==> config.mk <==
export PLATFORM = sky130hd
export DESIGN_NAME = ext_uart_rx_flat
export DESIGN_NICKNAME = d
export VERILOG_FILES = /design/src/rtl/uart_pkg.sv /design/src/rtl/ext_uart_rx_if.sv /design/src/rtl/sync_fifo.sv /design/src/rtl/ext_uart_rx.sv /design/src/flat_wrapper.sv
export SDC_FILE = /design/constraint.sdc
export NUM_CORES = 1
export LEC_CHECK = 0
export BUFFER_PORTS_ARGS = -buffer_cell sky130_fd_sc_hd__buf_2
export CAP_MARGIN = 20
export CORE_ASPECT_RATIO = 0.9
export CORE_UTILIZATION = 33
export DETAILED_ROUTE_END_ITERATION = 8
export GPL_TIMING_DRIVEN = 0
export PLACE_DENSITY = 0.55
export SETUP_SLACK_MARGIN = 0.3
export SYNTH_ARGS = -nofsm -noshare
export SYNTH_HDL_FRONTEND = slang
export SYNTH_HIERARCHICAL = 1
export SYNTH_SLANG_ARGS = --single-unit
==> constraint.sdc <==
create_clock -name CLK -period 3.9 [get_ports CLK]
set_input_delay 0 -clock CLK [delete_from_list [all_inputs] [get_ports CLK]]
set_output_delay 0 -clock CLK [all_outputs]
set_load 0.01 [all_outputs]
==> src/rtl/uart_pkg.sv <==
// Shared UART definitions: data width and receiver FSM state encoding.
// Intended for reuse by a future transmitter.
package uart_pkg;

  localparam int UART_DATA_BITS = 8;

  typedef enum logic [2:0] {
    IDLE      = 3'd0,
    START     = 3'd1,
    DATA      = 3'd2,
    STOP      = 3'd3,
    WAIT_HIGH = 3'd4
  } uart_rx_state_t;

endpackage

==> src/rtl/ext_uart_rx_if.sv <==
// Core-facing read port of the UART receiver: {valid, data} with one-bit ready.
// The master is the core side, the slave is ext_uart_rx.
interface ext_uart_rx_if;
  import uart_pkg::*;

  logic                      rd_ready;
  logic                      rd_valid;
  logic [UART_DATA_BITS-1:0] rd_data;
  logic                      overrun;

  modport master (output rd_ready, input rd_valid, rd_data, overrun);
  modport slave  (input rd_ready, output rd_valid, rd_data, overrun);

endinterface

==> src/rtl/sync_fifo.sv <==
// Synchronous FIFO with extra-MSB pointers; a push into a full FIFO is accepted
// only when a pop frees the head slot in the same cycle.
module sync_fifo #(
  parameter int WIDTH = 8,
  parameter int DEPTH = 4
) (
  input  logic             CLK,
  input  logic             RST_N,
  input  logic             push,
  input  logic [WIDTH-1:0] push_data,
  input  logic             pop,
  output logic [WIDTH-1:0] pop_data,
  output logic             full,
  output logic             empty
);

  localparam int AW = (DEPTH > 1) ? $clog2(DEPTH) : 1;

  logic [AW:0]      wr_ptr;
  logic [AW:0]      rd_ptr;
  logic [WIDTH-1:0] mem [DEPTH];
  logic             pop_ok;
  logic             push_ok;

  assign empty   = (wr_ptr == rd_ptr);
  assign full    = (wr_ptr[AW] != rd_ptr[AW]) && (wr_ptr[AW-1:0] == rd_ptr[AW-1:0]);
  assign pop_ok  = pop && !empty;
  assign push_ok = push && (!full || pop_ok);

  always_ff @(posedge CLK) begin
    if (!RST_N) begin
      wr_ptr <= '0;
      rd_ptr <= '0;
    end else begin
      if (push_ok) wr_ptr <= wr_ptr + 1'b1;
      if (pop_ok)  rd_ptr <= rd_ptr + 1'b1;
    end
  end

  always_ff @(posedge CLK) begin
    if (push_ok) mem[wr_ptr[AW-1:0]] <= push_data;
  end

  // Storage is never reset, so the head is masked to zero while empty.
  assign pop_data = empty ? '0 : mem[rd_ptr[AW-1:0]];

endmodule

==> src/rtl/ext_uart_rx.sv <==
// 8N1 UART receiver with 2-flop synchronizer, mid-bit sampling and a read FIFO.
// Define UART_RX_DROP_BAD_EN to discard bytes whose stop bit is low.
module ext_uart_rx
  import uart_pkg::*;
#(
  parameter int CLKS_PER_BIT = 217,
  parameter int FIFO_DEPTH   = 4
) (
  input  logic         CLK,
  input  logic         RST_N,
  input  logic         rx,
  ext_uart_rx_if.slave rd_if
);

  localparam int TW = $clog2(CLKS_PER_BIT);
  localparam int BW = $clog2(UART_DATA_BITS);
  localparam logic [TW-1:0] BIT_RELOAD  = TW'(CLKS_PER_BIT - 1);
  localparam logic [TW-1:0] HALF_RELOAD = TW'(CLKS_PER_BIT / 2 - 1);
  localparam logic [BW-1:0] LAST_BIT    = BW'(UART_DATA_BITS - 1);

  logic                      rx_p0;
  logic                      rx_p1;
  logic                      rx_s;
  uart_rx_state_t            state_q;
  logic [TW-1:0]             timer_q;
  logic [BW-1:0]             bit_idx_q;
  logic [UART_DATA_BITS-1:0] shift_q;
  logic                      expire;
  logic                      stop_hit;
  logic                      push_vld;
  logic                      fifo_full;
  logic                      fifo_empty;
  logic                      overrun_q;

  // Stage p0/p1: synchronizer, idles high so reset never looks like a start bit
  always_ff @(posedge CLK) begin
    if (!RST_N) begin
      rx_p0 <= 1'b1;
      rx_p1 <= 1'b1;
    end else begin
      rx_p0 <= rx;
      rx_p1 <= rx_p0;
    end
  end

  assign rx_s   = rx_p1;
  assign expire = (timer_q == '0);

  always_ff @(posedge CLK) begin
    if (!RST_N) begin
      state_q   <= IDLE;
      timer_q   <= '0;
      bit_idx_q <= '0;
    end else begin
      if (!expire) timer_q <= timer_q - 1'b1;
      case (state_q)
        IDLE: begin
          if (!rx_s) begin
            timer_q <= HALF_RELOAD;
            state_q <= START;
          end
        end
        START: begin
          if (expire) begin
            if (rx_s) begin
              state_q <= IDLE;
            end else begin
              timer_q   <= BIT_RELOAD;
              bit_idx_q <= '0;
              state_q   <= DATA;
            end
          end
        end
        DATA: begin
          if (expire) begin
            timer_q   <= BIT_RELOAD;
            bit_idx_q <= bit_idx_q + 1'b1;
            if (bit_idx_q == LAST_BIT) state_q <= STOP;
          end
        end
        STOP: begin
          if (expire) state_q <= rx_s ? IDLE : WAIT_HIGH;
        end
        WAIT_HIGH: begin
          if (rx_s) state_q <= IDLE;
        end
        default: state_q <= IDLE;
      endcase
    end
  end

  always_ff @(posedge CLK) begin
    if (state_q == DATA && expire) shift_q <= {rx_s, shift_q[UART_DATA_BITS-1:1]};
  end

  assign stop_hit = (state_q == STOP) && expire;

`ifdef UART_RX_DROP_BAD_EN
  assign push_vld = stop_hit && rx_s;
`else
  assign push_vld = stop_hit;
`endif

  sync_fifo #(
    .WIDTH (UART_DATA_BITS),
    .DEPTH (FIFO_DEPTH)
  ) u_fifo (
    .CLK       (CLK),
    .RST_N     (RST_N),
    .push      (push_vld),
    .push_data (shift_q),
    .pop       (rd_if.rd_ready),
    .pop_data  (rd_if.rd_data),
    .full      (fifo_full),
    .empty     (fifo_empty)
  );

  // A full FIFO is non-empty, so rd_ready alone means a slot is freed this cycle.
  always_ff @(posedge CLK) begin
    if (!RST_N)                                         overrun_q <= 1'b0;
    else if (push_vld && fifo_full && !rd_if.rd_ready)  overrun_q <= 1'b1;
  end

  assign rd_if.rd_valid = !fifo_empty;
  assign rd_if.overrun  = overrun_q;

endmodule

==> src/flat_wrapper.sv <==
// flat-port wrapper written by rule: the top's interface ports become plain ports
module ext_uart_rx_flat import uart_pkg::*;
#(
  parameter int CLKS_PER_BIT = 217,
  parameter int FIFO_DEPTH   = 4
)
  (CLK, RST_N, rx, rd_if_rd_ready, rd_if_rd_valid, rd_if_rd_data, rd_if_overrun);
  ext_uart_rx_if rd_if_i ();
  input  logic CLK;
  input  logic RST_N;
  input  logic rx;
  input wire logic [$bits(rd_if_i.rd_ready)-1:0] rd_if_rd_ready;
  output wire logic [$bits(rd_if_i.rd_valid)-1:0] rd_if_rd_valid;
  output wire logic [$bits(rd_if_i.rd_data)-1:0] rd_if_rd_data;
  output wire logic [$bits(rd_if_i.overrun)-1:0] rd_if_overrun;
  assign rd_if_i.rd_ready = rd_if_rd_ready;
  assign rd_if_rd_valid = rd_if_i.rd_valid;
  assign rd_if_rd_data = rd_if_i.rd_data;
  assign rd_if_overrun = rd_if_i.overrun;
  ext_uart_rx #(.CLKS_PER_BIT(CLKS_PER_BIT), .FIFO_DEPTH(FIFO_DEPTH)) u_core (.CLK(CLK), .RST_N(RST_N), .rx(rx), .rd_if(rd_if_i));
endmodule
# ---- Yosys cells after proc, flatten, opt, wreduce, memory -nomap -nowiden
# Memory sizes are Yosys's and may differ from the RTL's. A register that Yosys moved wholly into a read port is not among the register bits.
# Cells that the tools add are included.
dict set report totals {
  mem_bits_rw 32
  word_cells 69
  in_bits 4
  reg_bits 31
  out_inout_bits 10
  n_memories 1
}
# memory depth width rd rd_ports_with_merged_regs wr line
set memory_table {}
lappend memory_table {u_core.u_fifo.mem 4 8 1 1 1 sync_fifo.sv:21} ;# logic [WIDTH-1:0] mem [DEPTH];
dict set report classes {
  add_sub_neg 4
  n_reduce_logical 16
  muxes 24
  n_eq_ne 15
}
# cell count
set op_table {}
lappend op_table {{8-bit 2-to-1 mux} 6}
lappend op_table {{3-bit 2-to-1 mux} 10}
lappend op_table {{8-bit case mux with 3 select lines} 1}
lappend op_table {{3-bit case mux with 5 select lines} 1}
lappend op_table {{2-bit by 1-bit inequality test with 1-bit output, second input constant} 5}
lappend op_table {{3-bit by 1-bit adder with 3-bit output, second input constant} 3}
lappend op_table {{8-bit logical NOT} 1}
lappend op_table {{8-bit by 1-bit subtractor with 8-bit output, second input constant} 1}
lappend op_table {{1-bit logical AND} 7}
lappend op_table {{3-bit by 2-bit == test with 1-bit output, second input constant} 2}
lappend op_table {{3-bit == test, second input constant} 2}
lappend op_table {{2-bit 2-to-1 mux} 3}
lappend op_table {{3-bit case mux with 2 select lines} 1}
lappend op_table {{6-bit AND reduction} 1}
lappend op_table {{2-bit inequality test, second input constant} 2}
lappend op_table {{4-bit AND reduction} 1}
lappend op_table {{3-bit by 1-bit == test with 1-bit output, second input constant} 1}
lappend op_table {{3-bit == test} 1}
lappend op_table {{1-bit logical NOT} 3}
lappend op_table {{3-bit logical NOT} 1}
lappend op_table {{2-bit == test} 1}
lappend op_table {{1-bit 2-to-1 mux} 2}
lappend op_table {{2-bit nonzero test} 1}
lappend op_table {{1-bit logical OR} 1}
lappend op_table {{1-bit inequality test} 1}

# ---- Longest topological paths before layout
# Gate-level depths: netlist (run 1).
dict set report depth {
  ltp_word 7
  mapped_depth 10
  ltp_nobuf 10
}

# ---- Cells and area by module
# Netlist (run 1), hierarchy kept.
# module seq_area_each_um2 area_per_inst_um2 n_inst cells_each
set by_module_without_submodules {}
lappend by_module_without_submodules {sync_fifo 1121.1 1695.4 1 103}
lappend by_module_without_submodules {ext_uart_rx 580.6 1199.9 1 115}

# ---- Worst setup path before layout (run 1)
# Ideal clock, no wire load.
dict set report synth_path {
  kind {reg-to-reg}
  start {register u_core.timer_q[0]}
  end {memory u_core.u_fifo.mem[3][0] (enable)}
  stages_incl_launch_ff 8
  required_time_ns 3.518
  setup_slack_ns 1.581
  arrival_time_ns 1.937
  path_buffers 0
  setup_time_ns 0.382
  cell_sequence {dfxtp_1 -> inv_1 -> ha_1 -> nor3b_1 -> nand4_1 -> inv_1 -> nand2_1 -> a41oi_1}
}
dict set report synth_via {
  elab_chain_len 5
}
# item line
set synth_rtl {}
lappend synth_rtl {{from (decl)} ext_uart_rx.sv:25} ;# logic [TW-1:0] timer_q;
lappend synth_rtl {{from (signal assigned)} ext_uart_rx.sv:55} ;# if (!expire) timer_q <= timer_q - 1'b1;
lappend synth_rtl {{8-bit logical NOT} ext_uart_rx.sv:47} ;# assign expire = (timer_q == '0);
lappend synth_rtl {{1-bit logical AND} ext_uart_rx.sv:96} ;# assign stop_hit = (state_q == STOP) && expire;
lappend synth_rtl {{via u_core.push_vld} ext_uart_rx.sv:30} ;# logic push_vld;
lappend synth_rtl {{1-bit logical AND} sync_fifo.sv:28} ;# assign push_ok = push && (!full || pop_ok);
lappend synth_rtl {{1-bit 2-to-1 mux} sync_fifo.sv:41} ;# if (push_ok) mem[wr_ptr[AW-1:0]] <= push_data;
lappend synth_rtl {{1-bit 2-to-1 mux (not written as such)} sync_fifo.sv:41}
lappend synth_rtl {{to (decl)} sync_fifo.sv:21}
# The timed path passes the listed nets, and every way through them passes these cells.

# ---- Worst setup path after layout (run 1)
dict set report layout_path {
  start {register u_core.timer_q[0]}
  end {memory u_core.u_fifo.mem[3][4] (enable)}
}
# Same word-level chain as after synthesis.

==> results.sh, run 1 <==
export IMPL_hpwlAfterDp_mm=3.399
export IMPL_grt_max_degree=14
export IMPL_critPathMaxStageDelay_ns=0.62
export IMPL_pwr_share_clk_pct=32.3
export IMPL_p_comb_share_pct=22.1
export IMPL_drtIter0Drc=68
export IMPL_p_leak_uw=0.001192
export IMPL_synth_cell_types=52
export IMPL_yosysSeqAreaShare_pct=58.77
export IMPL_slew_headroom_pct=45.50
export IMPL_rsz0062_at_grt="false"
export IMPL_fillerInstances=805
export IMPL_grt_pass1_vias=1606
export IMPL_setup_viol=0
export IMPL_crit_buf_inv=3
export IMPL_yosys_warnings=6
export IMPL_std_cell_rows=32
export IMPL_worst_pin_slew_ns=0.8131
export IMPL_grt_overflow=0
export IMPL_viasPerCell=4.776
export IMPL_min_period_ns=2.869
export IMPL_clock_sinks=65
export IMPL_skew_ns=0.01231
export IMPL_hp_class="input pin to flop"
export IMPL_sw_frac_of_total_pct=29.79
export IMPL_core_sq_um=8528
export IMPL_ys_flop_type="edfxtp_1"
export IMPL_powerDensity_nw_per_um2=528.4
export IMPL_ant_nets=0
export IMPL_cts_inserted_buffers=9
export IMPL_die_height_microns=90.86
export IMPL_yosys_top_cells_area="edfxtp_1 41%, dfxtp_1 17%, mux4_2 6.2%, ha_1 4.3%, mux2i_1 2.4%"
export IMPL_tritoncts="built"
export IMPL_wl_per_cell_microns=13.90
export IMPL_grt_pass1_wl_mm=8.362
export IMPL_diodes=0
export IMPL_post_route_period_util_pct=73.57
export IMPL_path_delay_family="simple AND/OR/NAND/NOR gates"
export IMPL_gp_congestion=0.7801
export IMPL_start_kind="flop"
export IMPL_async_reset_ff_share_pct=0
export IMPL_p_int_uw=1242
export IMPL_crit_slowest_cell="nor3b_1"
export IMPL_clk_path_buf_depth=2
export IMPL_yosys_area_top_type_share_pct=41.49
export IMPL_crit_path_cell_trace="inv_1, ha_1, nor3b_1, nand4_1, inv_1, nand2_1, a41oi_1, buf_4"
export IMPL_fmax_mhz=348.5
export IMPL_syn2layout_area_growth_pct=15.64
export IMPL_p_sw_uw=527.1
export IMPL_insertion_delay_ns=0.34
export IMPL_nNetsFinal=260
export IMPL_io_buffers=13
export IMPL_drv_cap=0
export IMPL_netlist_area_sq_um=2895
export IMPL_placed_area_sq_um=3117
export IMPL_p_seq_share_pct=45.6
export IMPL_required_ns=3.95
export IMPL_die_area_sq_um=9153
export IMPL_first_pass_iters=4
export IMPL_ioPinCount=14
export IMPL_avgSynthCellArea_sq_um=13.28
export IMPL_clkTransAtPathRegs_ns=0.08
export IMPL_cp_max_fo=7
export IMPL_htreeDepth=3
export IMPL_wirelength_mm=5.143
export IMPL_worstSetupPathType="flop to flop"
export IMPL_initial_core_util_pct=33.95
export IMPL_design_area_sq_um=3348
export IMPL_postCtsResizedCells=0
export IMPL_grt_use_total_pct=12.33
export IMPL_synth_most_common_cell="edfxtp_1"
export IMPL_path_common_cell="inv_1"
export IMPL_routed_via_count=1767
export IMPL_drive_above_1_share_pct=19.92
export IMPL_synth_nets=232
export IMPL_antenna_found_initial=0
export IMPL_crit_path_end_kind="flop"
export IMPL_max_vdd_ir_drop_v=0.0003611
export IMPL_status="finished clean"
export IMPL_drv_slew=0
export IMPL_crit_arrival_ns=2.92
export IMPL_synth_commonest_cells="40 x edfxtp_1, 25 x dfxtp_1, 14 x nor2_1"
export IMPL_tns_ns=0
export IMPL_synth_seq_cells=65
export IMPL_die_w_microns=100.7
export IMPL_synth_edf_count=40
export IMPL_root_buffer="clkbuf_8"
export IMPL_drc=0
export IMPL_synthCells=218
export IMPL_yosysTopAreaCell="edfxtp_1"
export IMPL_finalHoldViolations=0
[power by group through the flow]
stage               clock, uW  sequential [uW]  combinational, uW
global placement            0              823                389
global route              624              814                434
detailed placement          0              821                385
floorplan                   0              811                321
CTS                       596              807                389
finish                    572              808                390
[area by class of cell]
type	instances	area (sq um)	share of cell area, %
multi-input combinational	136	1129	33.71
tap	119	148.9	4.447
sequential	65	1702	50.82
buffer	6	23.77	0.7100
timing repair buffer	17	102.6	3.064
clock inverter	7	77.57	2.317
clock buffer	9	123.9	3.700
inverter	11	41.29	1.233
[worst reg2reg max path: stages (launching register included)]
cell	delay, ns
dfxtp_1	0.36
inv_1	0.12
ha_1	0.18
nor3b_1	0.63
nand4_1	0.28
inv_1	0.13
nand2_1	0.06
a41oi_1	0.56
buf_4	0.28
[repair_timing]
action                     4_1_cts  5_1_grt
buffers inserted                 0        0
hold endpoints to repair         2        0
setup endpoints to repair        0        0
hold buffers                     3        0
[final timing paths]
kind	start	endpoint	slack, ns	depth (start not counted)
worst max-delay path	u_core/timer_q[0]$_SDFF_PN0_	u_core/u_fifo/mem[3][4]$_DFFE_PP_	1.03	8
worst min-delay path	rd_if_rd_ready	u_core/rd_if.overrun$_SDFFE_PN0P_	0.04	3
worst max register to register	u_core/timer_q[0]$_SDFF_PN0_	u_core/u_fifo/mem[3][4]$_DFFE_PP_	1.03	8
worst min register to register	u_core/rx_p0$_SDFF_PN1_	u_core/rx_p1$_SDFF_PN1_	0.41	1
[sequential cells by signal, summed over array words and instances, names as in the netlist, named ones only]
signal,count
u_core/rx_p1,1
u_core/timer_q,8
u_core/shift_q,8
u_core/u_fifo/rd_ptr,3
u_core/bit_idx_q,3
u_core/rx_p0,1
u_core/rd_if.overrun,1
u_core/u_fifo/wr_ptr,3
u_core/u_fifo/mem,32
u_core/state_q,3
[stage by stage]
step           cells  setup WS [ns]  hold WS, ns  total power [uW]  util, %
5_1_grt          370         0.7745      0.04289              1873    39.26
3_5_place_dp     351          1.009       0.1904              1206    36.55
3_3_place_gp     350         0.7547       0.1825              1212    36.46
6_report         370          1.031      0.03836              1769    39.26
4_1_cts          370         0.9946      0.02302              1792    39.26
2_1_floorplan    218          1.581      0.07304              1131        -
[cell families (layout without fill, tap and decap cells)]
| group | Yosys count | after routing | synth area share [%] |
|---|---|---|---|
| adder cells (fa/ha/maj) | 10 | 10 | 4.322 |
| XOR/XNOR | 11 | 11 | 3.327 |
| AND/OR/NAND/NOR | 68 | 68 | 14.52 |
| AO/OA/AOI/OAI | 32 | 32 | 8.167 |
| buffers and inverters | 17 | 50 | 2.246 |
| multiplexers | 15 | 15 | 8.643 |
| flip-flops | 65 | 65 | 58.77 |
[cells in the final DEF (no fill, tap or decap), types with 5 or more instances in the layout]
master / synthesis / final
a21oi_1: 5 / 5
nand2b_1: 5 / 5
nand2_1: 10 / 10
nor3b_1: 6 / 6
dfxtp_1: 25 / 25
buf_2: 1 / 14
ha_1: 10 / 10
edfxtp_1: 40 / 40
inv_1: 9 / 9
clkbuf_8: 0 / 9
mux2i_1: 7 / 7
nor2b_1: 8 / 8
mux4_2: 8 / 8
xnor2_1: 7 / 7
nor2_1: 14 / 14
[metal layers]
| metal | wire length [microns] | GRT usage, % | vias up | share of wire (%) |
|---|---|---|---|---|
| met5 | 0 | 0 | - | 0 |
| met4 | 74 | 4.348 | 0 | 1.4 |
| met3 | 232 | 4.644 | 7 | 4.5 |
| li1 | - | - | 881 | - |
| met1 | 2573 | 16.53 | 844 | 50 |
| met2 | 2262 | 18.15 | 35 | 44 |
No activity file was read; power rests on OpenSTA's default activity.
==> run 2, diff against run 1 <==
--- a/config.mk
+++ b/config.mk
@@ -11,7 +11,7 @@
 export CORE_UTILIZATION = 33
 export DETAILED_ROUTE_END_ITERATION = 8
 export GPL_TIMING_DRIVEN = 0
-export PLACE_DENSITY = 0.55
+export PLACE_DENSITY = 0.57
 export SETUP_SLACK_MARGIN = 0.3
 export SYNTH_ARGS = -nofsm -noshare
 export SYNTH_HDL_FRONTEND = slang
==> constraint.sdc (replaced) <==
create_clock -name CLK -period 2.4 [get_ports CLK]
set_input_delay 0 -clock CLK [delete_from_list [all_inputs] [get_ports CLK]]
set_output_delay 0 -clock CLK [all_outputs]
set_load 0.01 [all_outputs]
==> results.sh, run 2 (synthesis results as in run 1) <==
export IMPL_cp_endpoint="u_core/timer_q[0]$_SDFF_PN0_"
export IMPL_grt_use_total_pct=12.92
export IMPL_crit_path_cell_trace="inv_4, ha_4, or3b_4, nor2_4, inv_4, ha_4, a21o_1, a21oi_1, nor2_1, a221oi_1"
export IMPL_nNetsFinal=275
export IMPL_drv_slew=0
export IMPL_std_cell_rows=32
export IMPL_crit_buf_inv=2
export IMPL_p_leak_uw=0.001291
export IMPL_viasPerCell=4.842
export IMPL_diodes=0
export IMPL_largest_reg_flops=32
export IMPL_startpoint="u_core/timer_q[0]$_SDFF_PN0_"
export IMPL_grt_max_degree=14
export IMPL_fillerInstances=781
export IMPL_power_uw=3237
export IMPL_antenna_found_initial=0
export IMPL_drive_above_1_share_pct=29.70
export IMPL_routed_via_count=1864
export IMPL_max_vdd_ir_drop_v=0.0007834
export IMPL_tritoncts="built"
export IMPL_reg2reg_depth=10
export IMPL_ant_nets=0
export IMPL_tns_ns=0
export IMPL_hpwlAfterDp_mm=3.420
export IMPL_htreeDepth=3
export IMPL_r2r_setup_slack_ns=0.32
export IMPL_r2r_start="u_core/timer_q[0]$_SDFF_PN0_"
export IMPL_setup_viol=0
export IMPL_ioPinCount=14
export IMPL_pre_cts_slack_ns=-0.1415
export IMPL_r2r_end="u_core/timer_q[0]$_SDFF_PN0_"
export IMPL_die_area_sq_um=9153
export IMPL_core_sq_um=8528
export IMPL_finalWorstSetupSlack_ns=0.3190
export IMPL_gp_congestion=0.8581
export IMPL_slew_headroom_pct=46.96
export IMPL_final_cell_mix="40 x edfxtp_1, 22 x dfxtp_1, 15 x buf_4, 14 x buf_2, 14 x nor2_1"
export IMPL_crit_slowest_cell="or3b_4"
export IMPL_path_delay_family="simple AND/OR/NAND/NOR gates"
export IMPL_die_height_microns=90.86
export IMPL_layout_commonest_cell="edfxtp_1"
export IMPL_start_kind="flop"
export IMPL_grt_pass1_vias=1712
export IMPL_fmax_mhz=480.5
export IMPL_hold_ws_ns=0.01964
export IMPL_initial_core_util_pct=33.95
export IMPL_drc=0
export IMPL_design_area_sq_um=3566
export IMPL_cts_inserted_buffers=9
export IMPL_placed_area_sq_um=3124
export IMPL_root_buffer="clkbuf_8"
export IMPL_worstSetupPathType="flop to flop"
export IMPL_path_depth=10
export IMPL_die_w_microns=100.7
export IMPL_insertion_delay_ns=0.34
export IMPL_syn2layout_area_growth_pct=23.16
export IMPL_first_pass_iters=4
export IMPL_drtIter0Drc=99
export IMPL_cp_max_fo=3
export IMPL_skew_ns=0.008163
export IMPL_grt_pass1_wl_mm=8.680
export IMPL_min_path_cells=3
export IMPL_crit_path_end_kind="flop"
export IMPL_critPathMaxStageDelay_ns=0.39
export IMPL_required_ns=2.64
export IMPL_finalHoldViolations=0
export IMPL_clkTransAtPathRegs_ns=0.07
export IMPL_grt_overflow=0
export IMPL_io_buffers=13
export IMPL_min_period_ns=2.081
export IMPL_clk_path_buf_depth=2
export IMPL_drv_cap=0
export IMPL_wl_per_cell_microns=14.13
export IMPL_post_route_period_util_pct=86.71
export IMPL_wirelength_mm=5.441
export IMPL_crit_arrival_ns=2.32
export IMPL_status="finished clean"
export IMPL_rsz0062_at_grt="true"
export IMPL_worst_pin_slew_ns=0.7891
export IMPL_hp_class="input pin to flop"
export IMPL_powerDensity_nw_per_um2=907.8
export IMPL_clock_sinks=65
-- run 2: cell count changes in the layout (fill, tap and decap cells not counted), moves of 2 or more --
cell      before  now
and2_1         3    0
and2_4         0    3
buf_4          1   15
clkbuf_2       0    2
dfxtp_1       25   22
dfxtp_4        0    2
ha_1          10    8
ha_4           0    2
inv_1          9    7
inv_4          0    3
-- run 2: layout make-up --
cell class / instances / area [sq um] / share of cell area (%)
plain buffers: 6 / 26.28 / 0.7368
clock buffers: 9 / 123.9 / 3.474
clock inverters: 7 / 77.57 / 2.175
inverters: 11 / 48.80 / 1.368
multi-input cells: 136 / 1202 / 33.72
flip-flops and latches: 65 / 1710 / 47.96
well taps: 119 / 148.9 / 4.175
repair buffers: 32 / 227.7 / 6.386
-- run 2: routing by layer --
metal | up-vias | part of all wire (%) | global-route usage [%]
met4 | 0 | 1.4 | 5.435
met3 | 9 | 3.8 | 4.412
li1 | 909 | - | -
met2 | 40 | 50 | 21.58
met1 | 906 | 45 | 15.02
met5 | - | 0 | 0
-- run 2: worst min-delay path by stage --
stage | slack [ns] | start | to
detailed placement | 0.19 | rx | u_core/rx_p0$_SDFF_PN1_
finish | 0.02 | rd_if_rd_ready | u_core/rd_if.overrun$_SDFFE_PN0P_
CTS | 0.006 | rd_if_rd_ready | u_core/rd_if.overrun$_SDFFE_PN0P_
global route | 0.03 | rd_if_rd_ready | u_core/rd_if.overrun$_SDFFE_PN0P_
global placement | 0.18 | rx | u_core/rx_p0$_SDFF_PN1_
floorplan | 0.07 | RST_N | u_core/rx_p1$_SDFF_PN1_
-- run 2: stage by stage --
step	cells	util, %
finish	385	41.81
global route	385	41.81
CTS	377	40.79
detailed placement	350	36.63
global placement	350	36.63
floorplan	218	-
-- run 2: power by group --
group          switching, uW  internal [uW]
combinational            419            543
sequential              97.8           1250
clock                    444            488
total                    961           2280
-- run 2: worst reg2reg max path, stage by stage, from the launching register on --
cell,delay [ns]
dfxtp_4,0.36
inv_4,0.06
ha_4,0.12
or3b_4,0.39
nor2_4,0.15
inv_4,0.05
ha_4,0.22
a21o_1,0.17
a21oi_1,0.13
nor2_1,0.06
a221oi_1,0.26
-- run 2: timing repair --
action / CTS / global route
pin swaps: 4 / 5
endpoints found under the hold margin: 2 / 0
endpoints found under the setup margin: 34 / 29
buffers inserted: 8 / 8
hold buffers: 3 / 0
gates resized for setup: 13 / 11
==> run 3, diff against run 2 <==
--- a/config.mk
+++ b/config.mk
@@ -8,10 +8,10 @@
 export BUFFER_PORTS_ARGS = -buffer_cell sky130_fd_sc_hd__buf_2
 export CAP_MARGIN = 20
 export CORE_ASPECT_RATIO = 0.9
-export CORE_UTILIZATION = 33
+export CORE_UTILIZATION = 34
 export DETAILED_ROUTE_END_ITERATION = 8
 export GPL_TIMING_DRIVEN = 0
-export PLACE_DENSITY = 0.57
+export PLACE_DENSITY = 0.58
 export SETUP_SLACK_MARGIN = 0.3
 export SYNTH_ARGS = -nofsm -noshare
 export SYNTH_HDL_FRONTEND = slang
==> results.sh, run 3 (synthesis results as in run 1) <==
export IMPL_status="finished clean"
export IMPL_fmax_mhz=489.7
export IMPL_grt_pass1_wl_mm=8.507
export IMPL_antenna_found_initial=0
export IMPL_initial_core_util_pct=35.55
export IMPL_cts_inserted_buffers=9
export IMPL_syn2layout_area_growth_pct=23.42
export IMPL_sw_frac_of_total_pct=27.70
export IMPL_worst_pin_slew_ns=0.7825
export IMPL_die_height_microns=89.55
export IMPL_grt_pass1_vias=1695
export IMPL_core_sq_um=8145
export IMPL_drive_above_1_share_pct=29.92
export IMPL_skew_ns=0.008404
export IMPL_die_w_microns=99.27
export IMPL_ioPinCount=14
export IMPL_crit_arrival_ns=2.27
export IMPL_finalHoldViolations=0
export IMPL_largest_reg_flops=32
export IMPL_tritoncts="built"
export IMPL_routed_via_count=1818
export IMPL_p_sw_uw=944.8
export IMPL_diodes=0
export IMPL_max_vdd_ir_drop_v=0.0006662
export IMPL_dp_cells=330
export IMPL_insertion_delay_ns=0.34
export IMPL_drtIter0Drc=65
export IMPL_ant_nets=0
export IMPL_grt_overflow=0
export IMPL_p_leak_uw=0.001302
export IMPL_drc=0
export IMPL_start_kind="flop"
export IMPL_wirelength_mm=5.259
export IMPL_viasPerCell=5.008
export IMPL_slew_headroom_pct=47.40
export IMPL_hold_ws_ns=0.04238
export IMPL_p_comb_share_pct=27.8
export IMPL_hp_class="input pin to flop"
export IMPL_htreeDepth=3
export IMPL_gp_congestion=0.8022
export IMPL_hpwlAfterDp_mm=3.360
export IMPL_powerDensity_nw_per_um2=954.5
export IMPL_fillerInstances=745
export IMPL_wl_per_cell_microns=14.49
export IMPL_layout_cells_non_filler=363
export IMPL_worstSetupPathType="flop to flop"
export IMPL_design_area_sq_um=3573
export IMPL_first_pass_iters=4
export IMPL_grt_max_degree=13
export IMPL_min_period_ns=2.042
export IMPL_placed_area_sq_um=3099
export IMPL_cp_max_fo=3
export IMPL_std_cell_rows=31
export IMPL_clock_sinks=65
export IMPL_p_seq_share_pct=39.4
export IMPL_io_buffers=13
export IMPL_drv_cap=0
export IMPL_pwr_share_clk_pct=32.8
export IMPL_die_area_sq_um=8889
export IMPL_clk_path_buf_depth=2
export IMPL_final_cell_mix="40 x edfxtp_1, 20 x dfxtp_1, 14 x buf_2, 14 x nor2_1, 13 x buf_4"
export IMPL_layout_commonest_cell="edfxtp_1"
export IMPL_rsz0062_at_grt="true"
export IMPL_p_int_uw=2466
export IMPL_drv_slew=0
export IMPL_crit_path_end_kind="flop"
export IMPL_clkTransAtPathRegs_ns=0.07
export IMPL_post_route_period_util_pct=85.09
export IMPL_root_buffer="clkbuf_8"
export IMPL_grt_use_total_pct=13.01
export IMPL_nNetsFinal=273
export IMPL_setup_viol=0
export IMPL_required_ns=2.63
-- run 3: cell count changes in the layout (fill, tap and decap cells not counted), moves of 2 or more --
cell / previous run / this run
buf_4: 15 / 13
bufinv_16: 1 / 3
dfxtp_1: 22 / 20
dfxtp_2: 1 / 3
-- run 3: per-stage QoR --
stage | util, % | setup WS, ns | total power, uW | TNS [ns]
4_1_cts | 43.23 | 0.3051 | 3326 | 0
3_3_place_gp | 38.05 | -0.03920 | 1986 | -0.7489
2_1_floorplan | - | 0.2528 | 1858 | 0
3_5_place_dp | 38.05 | -0.07705 | 1993 | -1.934
6_report | 43.87 | 0.3578 | 3411 | 0
5_1_grt | 43.87 | 0.2788 | 3583 | 0
-- run 3: layout make-up --
type | instances | area [sq um] | share of cell area [%]
Tap cell | 99 | 123.9 | 3.466
Timing Repair Buffer | 30 | 212.7 | 5.952
Buffer | 6 | 26.28 | 0.7353
Multi-Input combinational cell | 136 | 1206 | 33.75
Clock inverter | 6 | 115.1 | 3.221
Sequential cell | 65 | 1713 | 47.93
Clock buffer | 10 | 127.6 | 3.571
Inverter | 11 | 48.80 | 1.366
-- run 3: repair_timing --
item	CTS	global route
gates cloned	0	0
endpoints found under the setup margin	34	25
pin swaps	7	5
hold buffers	3	0
resized for setup	19	8
hold endpoints to repair	2	0
setup buffers	10	4
-- run 3: worst paths after layout --
check	start	endpoint	slack (ns)	depth (start not counted)
max	u_core/timer_q[1]$_SDFF_PN0_	u_core/timer_q[0]$_SDFF_PN0_	0.36	10
min	rd_if_rd_ready	u_core/rd_if.overrun$_SDFFE_PN0P_	0.04	3
max reg2reg	u_core/timer_q[1]$_SDFF_PN0_	u_core/timer_q[0]$_SDFF_PN0_	0.36	10
min reg2reg	u_core/rx_p0$_SDFF_PN1_	u_core/rx_p1$_SDFF_PN1_	0.41	1
-- run 3: power by group through the flow --
stage,sequential (uW),clock [uW],combinational [uW]
after floorplan,1320,0,536
after global placement,1340,0,643
after detailed placement,1340,0,649
after CTS,1330,1150,848
after global routing,1350,1200,1030
final,1340,1120,949
-- run 3: critical path: stages (launching register included) --
cell and delay (ns):
dfxtp_4 0.36, inv_4 0.06, ha_4 0.12, or3b_4 0.39, nor2_4 0.15, inv_4 0.06, ha_4 0.22, a21o_1 0.16
a21oi_2 0.11, nor2_1 0.05, a221oi_1 0.27
-- run 3: metal layers --
layer	part of all wire [%]	up-vias	GRT usage, %
li1	-	905	-
met1	48	887	15.56
met2	49	22	21.84
met3	2.9	4	4.222
met4	0.59	0	5.615
met5	0	-	0
